### src/rtl/hex_expr_parser_pkg.sv
// Shared constants and types for the hex calculator command parser:
// ASCII codes, operator and error encodings, FSM state type.
package hex_expr_parser_pkg;

   localparam logic [7:0] CH_SPACE = 8'h20;
   localparam logic [7:0] CH_ESC   = 8'h1B;
   localparam logic [7:0] CH_EQ    = 8'h3D;
   localparam logic [7:0] CH_PLUS  = 8'h2B;
   localparam logic [7:0] CH_MINUS = 8'h2D;
   localparam logic [7:0] CH_MUL   = 8'h2A;
   localparam logic [7:0] CH_DIV   = 8'h2F;
   localparam logic [7:0] CH_S     = 8'h53;
   localparam logic [7:0] CH_U     = 8'h55;
   localparam logic [7:0] CH_I     = 8'h49;

   typedef enum logic [2:0] {
      OP_NONE = 3'd0,
      OP_ADD  = 3'd1,
      OP_SUB  = 3'd2,
      OP_MUL  = 3'd3,
      OP_DIV  = 3'd4
   } op_e;

   typedef enum logic [1:0] {
      ERR_NONE    = 2'd0,
      ERR_BADCHAR = 2'd1,
      ERR_OVF     = 2'd2,
      ERR_SYNTAX  = 2'd3
   } err_e;

   typedef enum logic [2:0] {
      ST_IDLE,
      ST_OPA,
      ST_OPB,
      ST_FLUSH,
      ST_DONE
   } state_e;

   function automatic op_e op_decode(input logic [7:0] c);
      case (c)
         CH_PLUS:  return OP_ADD;
         CH_MINUS: return OP_SUB;
         CH_MUL:   return OP_MUL;
         CH_DIV:   return OP_DIV;
         default:  return OP_NONE;
      endcase
   endfunction

endpackage

### src/rtl/hex_expr_parser_if.sv
// Byte-stream input and parsed-command output handshakes of the hex expression parser.
// master drives received bytes and consumes commands; slave is the parser.
interface hex_expr_parser_if #(parameter int DIGITS = 4) ();
   localparam int W = 4 * DIGITS;

   logic [7:0]   rx_data;
   logic         rx_valid;
   logic         rx_ready;
   logic         cmd_valid;
   logic         cmd_ready;
   logic         cmd_signed;
   logic         cmd_int;
   logic [2:0]   cmd_op;
   logic [W-1:0] cmd_src1;
   logic [W-1:0] cmd_src2;
   logic         cmd_err;
   logic [1:0]   cmd_err_code;

   modport master (
      output rx_data, rx_valid, cmd_ready,
      input  rx_ready, cmd_valid, cmd_signed, cmd_int, cmd_op,
             cmd_src1, cmd_src2, cmd_err, cmd_err_code
   );

   modport slave (
      input  rx_data, rx_valid, cmd_ready,
      output rx_ready, cmd_valid, cmd_signed, cmd_int, cmd_op,
             cmd_src1, cmd_src2, cmd_err, cmd_err_code
   );
endinterface

### src/rtl/hex_expr_parser_ascii2nib.sv
// Combinational ASCII hex digit decoder; lowercase digits optional.
module hex_ascii_to_nibble
   import hex_expr_parser_pkg::*;
#(
   parameter int ALLOW_LOWER = 1
) (
   input  logic [7:0] byte_i,
   output logic       is_hex_o,
   output logic [3:0] nib_o
);

   // Letters map via low nibble: 'A'/'a' = x1, so +9 gives 10.
   always_comb begin
      is_hex_o = 1'b0;
      nib_o    = 4'd0;
      if (byte_i >= 8'h30 && byte_i <= 8'h39) begin
         is_hex_o = 1'b1;
         nib_o    = byte_i[3:0];
      end else if (byte_i >= 8'h41 && byte_i <= 8'h46) begin
         is_hex_o = 1'b1;
         nib_o    = byte_i[3:0] + 4'd9;
      end else if (ALLOW_LOWER != 0 && byte_i >= 8'h61 && byte_i <= 8'h66) begin
         is_hex_o = 1'b1;
         nib_o    = byte_i[3:0] + 4'd9;
      end
   end

endmodule

### src/rtl/hex_expr_parser.sv
// ASCII command parser: "[S|U][I] <hexA> <op> <hexB> =" -> one command per '='
// with sticky first-error reporting, ESC abort and signed operand extension.
module hex_expr_parser
   import hex_expr_parser_pkg::*;
#(
   parameter int DIGITS      = 4,
   parameter int ALLOW_LOWER = 1
) (
   input logic              clk,
   input logic              n_rst,
   hex_expr_parser_if.slave bus
);

   localparam int W  = 4 * DIGITS;
   localparam int CW = $clog2(DIGITS + 1);

   state_e        state_q;
   logic          rx_ready_q;
   logic          cmd_valid_q;
   logic          signed_q;
   logic          int_q;
   op_e           op_q;
   logic [W-1:0]  a_q;
   logic [W-1:0]  b_q;
   logic [CW-1:0] cnta_q;
   logic [CW-1:0] cntb_q;
   logic          err_q;
   err_e          code_q;

   logic          is_hex;
   logic [3:0]    nib;
   op_e           op_in;
   logic          acc;
   logic          clear_d;
   logic [W-1:0]  a_shift_d;
   logic [W-1:0]  b_shift_d;

   hex_ascii_to_nibble #(.ALLOW_LOWER(ALLOW_LOWER)) u_nib (
      .byte_i   (bus.rx_data),
      .is_hex_o (is_hex),
      .nib_o    (nib)
   );

   assign op_in     = op_decode(bus.rx_data);
   assign acc       = bus.rx_valid & rx_ready_q;
   assign clear_d   = (state_q == ST_DONE && bus.cmd_ready) || (acc && bus.rx_data == CH_ESC);
   assign a_shift_d = (a_q << 4) | W'(nib);
   assign b_shift_d = (b_q << 4) | W'(nib);

   // Short signed operands take their top digit's MSB as sign.
   function automatic logic [W-1:0] sext(input logic [W-1:0] v, input logic [CW-1:0] n,
                                         input logic sgn);
      logic [W-1:0] r;
      r = v;
      if (sgn) begin
         for (int k = 1; k < DIGITS; k++) begin
            if (n == CW'(k) && v[4*k-1]) r = v | ({W{1'b1}} << (4 * k));
         end
      end
      return r;
   endfunction

   always_ff @(posedge clk or negedge n_rst) begin
      if (!n_rst) begin
         state_q     <= ST_IDLE;
         rx_ready_q  <= 1'b1;
         cmd_valid_q <= 1'b0;
         signed_q    <= 1'b0;
         int_q       <= 1'b0;
         op_q        <= OP_NONE;
         a_q         <= '0;
         b_q         <= '0;
         cnta_q      <= '0;
         cntb_q      <= '0;
         err_q       <= 1'b0;
         code_q      <= ERR_NONE;
      end else if (clear_d) begin
         state_q     <= ST_IDLE;
         rx_ready_q  <= 1'b1;
         cmd_valid_q <= 1'b0;
         signed_q    <= 1'b0;
         int_q       <= 1'b0;
         op_q        <= OP_NONE;
         a_q         <= '0;
         b_q         <= '0;
         cnta_q      <= '0;
         cntb_q      <= '0;
         err_q       <= 1'b0;
         code_q      <= ERR_NONE;
      end else if (acc && bus.rx_data != CH_SPACE) begin
         if (bus.rx_data == CH_EQ) begin
            // '=' ends the command from every receiving state; FLUSH keeps its error.
            state_q     <= ST_DONE;
            cmd_valid_q <= 1'b1;
            rx_ready_q  <= 1'b0;
            case (state_q)
               ST_IDLE, ST_OPA: begin
                  err_q  <= 1'b1;
                  code_q <= ERR_SYNTAX;
               end
               ST_OPB: begin
                  if (cntb_q == '0) begin
                     err_q  <= 1'b1;
                     code_q <= ERR_SYNTAX;
                  end else begin
                     b_q <= sext(b_q, cntb_q, signed_q);
                  end
               end
               default: ;
            endcase
         end else begin
            case (state_q)
               ST_IDLE: begin
                  if (bus.rx_data == CH_S) begin
                     signed_q <= 1'b1;
                  end else if (bus.rx_data == CH_U) begin
                     signed_q <= 1'b0;
                  end else if (bus.rx_data == CH_I) begin
                     int_q <= 1'b1;
                  end else if (is_hex) begin
                     a_q     <= W'(nib);
                     cnta_q  <= CW'(1);
                     state_q <= ST_OPA;
                  end else begin
                     err_q   <= 1'b1;
                     code_q  <= (op_in != OP_NONE) ? ERR_SYNTAX : ERR_BADCHAR;
                     state_q <= ST_FLUSH;
                  end
               end
               ST_OPA: begin
                  if (is_hex) begin
                     if (cnta_q == CW'(DIGITS)) begin
                        err_q   <= 1'b1;
                        code_q  <= ERR_OVF;
                        state_q <= ST_FLUSH;
                     end else begin
                        a_q    <= a_shift_d;
                        cnta_q <= cnta_q + CW'(1);
                     end
                  end else if (op_in != OP_NONE) begin
                     op_q    <= op_in;
                     a_q     <= sext(a_q, cnta_q, signed_q);
                     state_q <= ST_OPB;
                  end else begin
                     err_q   <= 1'b1;
                     code_q  <= ERR_BADCHAR;
                     state_q <= ST_FLUSH;
                  end
               end
               ST_OPB: begin
                  if (is_hex) begin
                     if (cntb_q == CW'(DIGITS)) begin
                        err_q   <= 1'b1;
                        code_q  <= ERR_OVF;
                        state_q <= ST_FLUSH;
                     end else begin
                        b_q    <= b_shift_d;
                        cntb_q <= cntb_q + CW'(1);
                     end
                  end else begin
                     err_q   <= 1'b1;
                     code_q  <= (op_in != OP_NONE) ? ERR_SYNTAX : ERR_BADCHAR;
                     state_q <= ST_FLUSH;
                  end
               end
               default: ;
            endcase
         end
      end
   end

   assign bus.rx_ready     = rx_ready_q;
   assign bus.cmd_valid    = cmd_valid_q;
   assign bus.cmd_signed   = signed_q;
   assign bus.cmd_int      = int_q;
   assign bus.cmd_op       = op_q;
   assign bus.cmd_src1     = a_q;
   assign bus.cmd_src2     = b_q;
   assign bus.cmd_err      = err_q;
   assign bus.cmd_err_code = code_q;

endmodule

### src/flat_wrapper.sv
// flat-port wrapper written by rule: the top's interface ports become plain ports
module hex_expr_parser_flat import hex_expr_parser_pkg::*;
#(
   parameter int DIGITS      = 4,
   parameter int ALLOW_LOWER = 1
)
  (clk, n_rst, bus_rx_data, bus_rx_valid, bus_cmd_ready, bus_rx_ready, bus_cmd_valid, bus_cmd_signed, bus_cmd_int, bus_cmd_op, bus_cmd_src1, bus_cmd_src2, bus_cmd_err, bus_cmd_err_code);
  hex_expr_parser_if #(.DIGITS(DIGITS)) bus_i ();
  input logic clk;
  input logic n_rst;
  input wire logic [$bits(bus_i.rx_data)-1:0] bus_rx_data;
  input wire logic [$bits(bus_i.rx_valid)-1:0] bus_rx_valid;
  input wire logic [$bits(bus_i.cmd_ready)-1:0] bus_cmd_ready;
  output wire logic [$bits(bus_i.rx_ready)-1:0] bus_rx_ready;
  output wire logic [$bits(bus_i.cmd_valid)-1:0] bus_cmd_valid;
  output wire logic [$bits(bus_i.cmd_signed)-1:0] bus_cmd_signed;
  output wire logic [$bits(bus_i.cmd_int)-1:0] bus_cmd_int;
  output wire logic [$bits(bus_i.cmd_op)-1:0] bus_cmd_op;
  output wire logic [$bits(bus_i.cmd_src1)-1:0] bus_cmd_src1;
  output wire logic [$bits(bus_i.cmd_src2)-1:0] bus_cmd_src2;
  output wire logic [$bits(bus_i.cmd_err)-1:0] bus_cmd_err;
  output wire logic [$bits(bus_i.cmd_err_code)-1:0] bus_cmd_err_code;
  assign bus_i.rx_data = bus_rx_data;
  assign bus_i.rx_valid = bus_rx_valid;
  assign bus_i.cmd_ready = bus_cmd_ready;
  assign bus_rx_ready = bus_i.rx_ready;
  assign bus_cmd_valid = bus_i.cmd_valid;
  assign bus_cmd_signed = bus_i.cmd_signed;
  assign bus_cmd_int = bus_i.cmd_int;
  assign bus_cmd_op = bus_i.cmd_op;
  assign bus_cmd_src1 = bus_i.cmd_src1;
  assign bus_cmd_src2 = bus_i.cmd_src2;
  assign bus_cmd_err = bus_i.cmd_err;
  assign bus_cmd_err_code = bus_i.cmd_err_code;
  hex_expr_parser #(.DIGITS(DIGITS), .ALLOW_LOWER(ALLOW_LOWER)) u_core (.clk(clk), .n_rst(n_rst), .bus(bus_i));
endmodule
### config.mk
export PLATFORM = sky130hd
export DESIGN_NAME = hex_expr_parser_flat
export DESIGN_NICKNAME = d
export VERILOG_FILES = /design/src/rtl/hex_expr_parser_pkg.sv /design/src/rtl/hex_expr_parser_if.sv /design/src/rtl/hex_expr_parser_ascii2nib.sv /design/src/rtl/hex_expr_parser.sv /design/src/flat_wrapper.sv
export SDC_FILE = /design/constraint.sdc
export NUM_CORES = 1
export LEC_CHECK = 0
export ABC_CLOCK_PERIOD_IN_PS = 3000
export BUFFER_PORTS_ARGS = -buffer_cell sky130_fd_sc_hd__buf_2
export CAP_MARGIN = 15
export CELL_PAD_IN_SITES_DETAIL_PLACEMENT = 1
export CELL_PAD_IN_SITES_GLOBAL_PLACEMENT = 2
export CORE_MARGIN = 4
export CORE_UTILIZATION = 35
export DETAILED_ROUTE_END_ITERATION = 10
export GPL_TIMING_DRIVEN = 0
export PLACE_DENSITY_LB_ADDON = 0.1
export SLEW_MARGIN = 40
export SYNTH_ARGS = -nofsm -noshare
export SYNTH_HDL_FRONTEND = slang
export SYNTH_SLANG_ARGS = --single-unit
export TNS_END_PERCENT = 50
### constraint.sdc
create_clock -name clk -period 3 [get_ports clk]
set_input_delay 0.3 -clock clk [delete_from_list [all_inputs] [get_ports clk]]
set_output_delay 0.3 -clock clk [all_outputs]
set_load 0.02 [all_outputs]
======== After elaboration in Yosys (flattened, before gate mapping) ========
Index checks and enable logic that the tools add are counted.
operators by class
  add/sub/neg operators ................... 3
  multiplexer cells ....................... 119
  equal/unequal tests ..................... 57
  magnitude comparators ................... 6
  reduce and logical (&&, ||, !) cells .... 43
  bitwise logic cells ..................... 3
operators with widths
  kind                  count
  $mux W16              26
  $mux W3               31
  $eq A8 B6 Y1 const B  5
  $mux W1               36
  $or A16 B4 Y16        2
  $pmux W16 S2          1
  $mux W2               15
  $eq A8 B7 Y1 const B  3
  $ne A3 B2 Y1 const B  8
  $reduce_and A11 Y1    2
  $ne A4 B2 Y1 const B  5
  $reduce_and A9 Y1     2
  $ge A8 B7 Y1 const B  2
  $le A8 B7 Y1 const B  2
  $reduce_bool A2 Y1    8
  $eq A3 B2 Y1 const B  5
  $reduce_and A7 Y1     2
  $reduce_and A13 Y1    1
  $logic_and A1 B1 Y1   12
  $mux W4               3
  $ne A3 B1 Y1 const B  4
  $ne A4 B1 Y1 const B  3
  $ne A4 B3 Y1 const B  3
  $pmux W3 S4           1
  other kinds (34)      49
word-level totals
  output and inout port bits .............. 42
  bits of input ports ..................... 12
  flip-flop bits (word level) ............. 51

======== Depth between registers and ports, before layout ========
  depth in word-level cells ............... 13
  depth in mapped cells ................... 10

======== By module ========
From an unflattened synthesis, not the netlist that was laid out.
second synthesis, totals
  cells, all modules ...................... 337
  area, all modules ....................... 3,145.5 um^2
modules (own cells, without submodules)
  module               area an instance (um^2)  instances  seq. area each (um^2)  cells an instance
  hex_expr_parser      2,952.8                  1          1,277.5                312
  hex_ascii_to_nibble  192.7                    1          0.0                    25

======== Worst setup path after synthesis ========
Ideal clock, no wire load.
  kind .................................... input-to-reg
  from .................................... input port bus_rx_data[1]
  to ...................................... register u_core.code_q[0], in the netlist u_core.bus.cmd_err_code[0]
  arrival ................................. 2.364 ns
  slack ................................... 0.515 ns
  path buffers ............................ 0
  required time ........................... 2.879 ns
  stages on the path ...................... 8
  path through ............................ inv_1 > ha_1 > or4b_2 > nand4_1 > o211ai_2 > a211oi_4 > o21ai_0 > a22o_1
on the way
  cells in the longest elaborated chain, start to end .. 10
  elaborated cells between the ends (all ways) .. 45
RTL lines
  element                                       RTL line                                        source
  start, declared                               flat_wrapper.sv:11                              input wire logic [$bits(bus_i.rx_data)-1:0] bus_rx_data;
  $ge A8 B7 Y1 or $le A8 B7 Y1 (tied branches)  hex_expr_parser_ascii2nib.sv:22                 end else if (ALLOW_LOWER != 0 && byte_i >= 8'h61 && byte_i <= 8'h66) begin
  $logic_and A1 B1 Y1                           hex_expr_parser_ascii2nib.sv:22
  $mux W1                                       hex_expr_parser_ascii2nib.sv:22
  $mux W1                                       hex_expr_parser_ascii2nib.sv:19                 end else if (byte_i >= 8'h41 && byte_i <= 8'h46) begin
  $mux W1                                       hex_expr_parser_ascii2nib.sv:16                 if (byte_i >= 8'h30 && byte_i <= 8'h39) begin
  $mux W2, on equally long branches             hex_expr_parser.sv:151, hex_expr_parser.sv:131
  $pmux W2 S3                                   hex_expr_parser.sv:112                          case (state_q)
  $mux W2                                       hex_expr_parser.sv:91                           if (bus.rx_data == CH_EQ) begin
  $mux W2                                       hex_expr_parser.sv:90                           end else if (acc && bus.rx_data != CH_SPACE) begin
  $mux W2                                       hex_expr_parser.sv:77                           end else if (clear_d) begin
  end signal, assigned                          hex_expr_parser.sv:126                          code_q <= (op_in != OP_NONE) ? ERR_SYNTAX : ERR_BADCHAR;
  end signal, assigned                          hex_expr_parser.sv:162                          code_q <= (op_in != OP_NONE) ? ERR_SYNTAX : ERR_BADCHAR;
  end, declared                                 hex_expr_parser.sv:28                           err_e code_q;
Several ways; a longest one is shown, not always the timed one. The select of a mux whose other input is x is not followed.
A chain may end at the register's enable or synchronous reset.

======== Worst setup path in the final report ========
Same ends and word-level chain as after synthesis.

==> impl_metrics.json <==
{
  "synthToLayoutAreaGrowth_pct": 16.28,
  "insertion_delay_ns": 0.31,
  "switching_share": 0.2556,
  "cp_cell_sequence": "buf_2 -> inv_1 -> ha_1 -> or4b_2 -> nand4_1 -> o211ai_2 -> a211oi_4 -> o21ai_0 -> a22o_1",
  "synth_fp_nets": 335,
  "tightest_slew_ns": 0.6763,
  "antenna_left": 0,
  "dr.pass1.iters": 4,
  "io_buffers": 52,
  "critPathLaunch": "bus_rx_data[1]",
  "outcome": "completed",
  "final_area_sq_um": 3548,
  "finalHoldViolCount": 0,
  "p_sw_uw": 310.2,
  "relSlewSlack": 0.5491,
  "place_hpwl_um": 6595,
  "peakVddDrop_mv": 0.2411,
  "skew_ns": 0.01505,
  "wl_um": 8752,
  "async_flop_share": 1.000,
  "viasPerCell": 5.619,
  "busiest_layer": "met2",
  "slew_viol_final": 0,
  "final.setup.tns_ns": 0,
  "finalNetCount": 394,
  "reg2reg_from": "u_core.state_q[2]",
  "use_met2": 0.3013,
  "crit_path_start_kind": "input pin",
  "p_int_uw": 903.6,
  "grt_usage": 0.1793,
  "crit_required_ns": 3.19,
  "yosys_warnings": 0,
  "start_util": 0.3659,
  "die_h_um": 101.4,
  "ys_types": 66,
  "drive_gt1_frac": 0.2826,
  "drc": 0,
  "design_power_total_mw": 1.214,
  "arrival_ns": 3.03,
  "ys_ff_latch": 51,
  "place_area_sq_um": 3446,
  "setup_viol": 0,
  "crit_slowest_cell": "or4b_2",
  "cp_num_buf_inv": 2,
  "synth_area_per_cell_sq_um": 9.908,
  "p_comb_frac": 0.075,
  "crit_type": "in2reg",
  "syn_area_sq_um": 3052,
  "pwr-share-clk": 0.359,
  "seq_area_frac_synth": 0.4186,
  "synth_cells": 308,
  "p_seq_frac": 0.566,
  "synth_area_leaders": "dfrtp_1 41%, ha_1 6.2%, o221a_2 4.4%",
  "leakage_nw": 1.681,
  "drv_cap": 0,
  "cts_tree": "built",
  "numCtsBuffers": 5,
  "max_stage_delay_ns": 0.72,
  "antennaDiodeCount": 0,
  "core_area_sq_um": 8341,
  "hp-class": "in2async",
  "wl_per_cell_um": 18.50,
  "post_cts_buffers": 0,
  "clock-sinks": 51,
  "rows": 33,
  "cts_root_buf": "clkbuf_8",
  "die_w_um": 101.4,
  "fmax_mhz": 352.7,
  "globalRouteMet1Util": 0.2500,
  "design.die.area_sq_um": 10280,
  "post-route-period-util": 0.9452,
  "clkTransAtPathRegs_ns": 0.11,
  "crit_path_end_kind": "register",
  "worst-path-max-fanout": 10,
  "antenna_found_initial": 0,
  "power.density_nw_per_um2": 342.1,
  "synth_top_area_cell": "dfrtp_1",
  "ys.flop_type": "dfrtp_1",
  "crit_family": "compound AO/OA/AOI/OAI gates",
  "routabilityCongestion": 0.8326,
  "drt_iter0_drc": 97,
  "htree_levels": 2,
  "cts_max_path_buffers": 2,
  "design.portCount": 54,
  "grt_pass1_wl_um": 14770,
  "min_period_ns": 2.835,
  "grt_pass1_vias": 2805,
  "grt_overflow": 0,
  "via_count": 2658,
  "synth_edf_count": 0,
  "rsz0062_at_grt": "no",
  "fin_ws_ns": 0.1645,
  "synth_top_area_frac": 0.4100,
  "grt.met3_usage": 0.02824,
  "place_ws_ns": -0.1520,
  "grt_max_degree": 52
}
[registers in the layout, summed over array words and instances (netlist names)]
name,flops
u_core.cnta_q,3
u_core.bus.cmd_int,1
u_core.bus.rx_ready,1
u_core.cntb_q,3
u_core.bus.cmd_op,3
u_core.bus.cmd_signed,1
u_core.state_q,3
u_core.bus.cmd_err,1
u_core.bus.cmd_src1,16
u_core.bus.cmd_valid,1
u_core.bus.cmd_src2,16
u_core.bus.cmd_err_code,2
[layer usage]
metal / wire [um] / vias to the layer above / part of all wire
met4: 36 / 0 / 0.0041
met1: 4299 / 1347 / 0.49
li1: - / 1261 / -
met5: 0 / - / 0
met2: 4119 / 48 / 0.47
met3: 296 / 2 / 0.034
[cells in the mapped netlist (2+ instances only)]
master	count
o21a_1	2
ha_1	15
or3_1	2
xor2_1	2
mux2_2	5
nand2b_1	6
inv_1	13
o31ai_1	2
a2bb2oi_1	12
dfrtp_1	50
o211ai_1	3
and3_1	2
buf_2	7
a31oi_1	4
nand2_1	28
a311oi_1	2
a21oi_2	2
o311a_1	2
a211oi_1	5
nand4bb_1	2
a21oi_1	14
nor2_1	29
nor3b_1	6
nand3_1	5
o21ai_0	14
or3b_2	2
xnor2_1	3
o221a_2	12
o21bai_1	2
mux2i_1	7
nor3_1	6
nand4_1	2
clkbuf_1	6
and2_1	2
[power groups by stage]
stage               Combinational (mW)  Sequential (mW)  Clock (mW)
detailed placement              0.0918            0.700           0
CTS                             0.0925            0.687       0.453
global route                     0.103            0.687       0.477
finish                          0.0910            0.687       0.436
global placement                0.0909            0.700           0
floorplan                       0.0459            0.701           0
[worst paths after layout]
check	end	slack (ns)	cells past startpoint
setup / recovery	u_core.bus.cmd_err_code[0]	0.16	9
hold / removal	u_core.bus.cmd_src2[0]	0.03	1
setup reg to reg	u_core.bus.cmd_src1[13]	0.33	8
hold reg to reg	u_core.bus.cmd_op[1]	0.48	1
max in group asynchronous	u_core.bus.cmd_op[1]	2.52	1
min in group clk	u_core.state_q[2]	0.47	4
[logic make-up after synthesis]
family                   synth area share
multiplexers                      0.04633
adder cells (fa/ha/maj)           0.06150
buffers and inverters             0.03977
XOR/XNOR                          0.01435
flip-flops                         0.4186
AO/OA/AOI/OAI                      0.2386
AND/OR/NAND/NOR                    0.1808
[layout by cell type (no fill, tap or decap), types with 3 or more instances in the layout]
master	count
nor3_1	6
dfrtp_1	50
nand2b_1	6
nand2_1	28
nor2_1	29
o211ai_1	3
a2bb2oi_1	12
a21oi_1	14
ha_1	15
nor3b_1	6
clkbuf_1	6
o21ai_0	14
a31oi_1	4
nand3_1	5
mux2i_1	7
clkbuf_8	6
xnor2_1	3
inv_1	13
mux2_2	5
buf_2	58
a211oi_1	5
o221a_2	12
[what timing repair did]
action	CTS	global route
hold endpoints to repair	0	0
setup endpoints to repair	0	2
resized for setup	0	1
hold buffers	0	0
[area by class of cell]
cell class / instances / area, sq um
clock inverter: 2 / 13.76
clock buffer: 6 / 82.58
fill: 1003 / 4792
tap: 105 / 131.4
sequential: 51 / 1277
buffer: 15 / 72.57
timing repair buffer: 52 / 262.8
inverter: 13 / 48.80
multi-input combinational: 229 / 1659
[through the flow]
stage | util | hold WS, ns | std cells
floorplan | - | 0.004409 | 308
global placement | 0.4128 | 0.4602 | 465
detailed placement | 0.4131 | 0.3818 | 465
CTS | 0.4247 | 0.04587 | 473
global route | 0.4254 | 0.07273 | 473
finish | 0.4254 | 0.02854 | 473
Power figures use the tool's default switching activity.
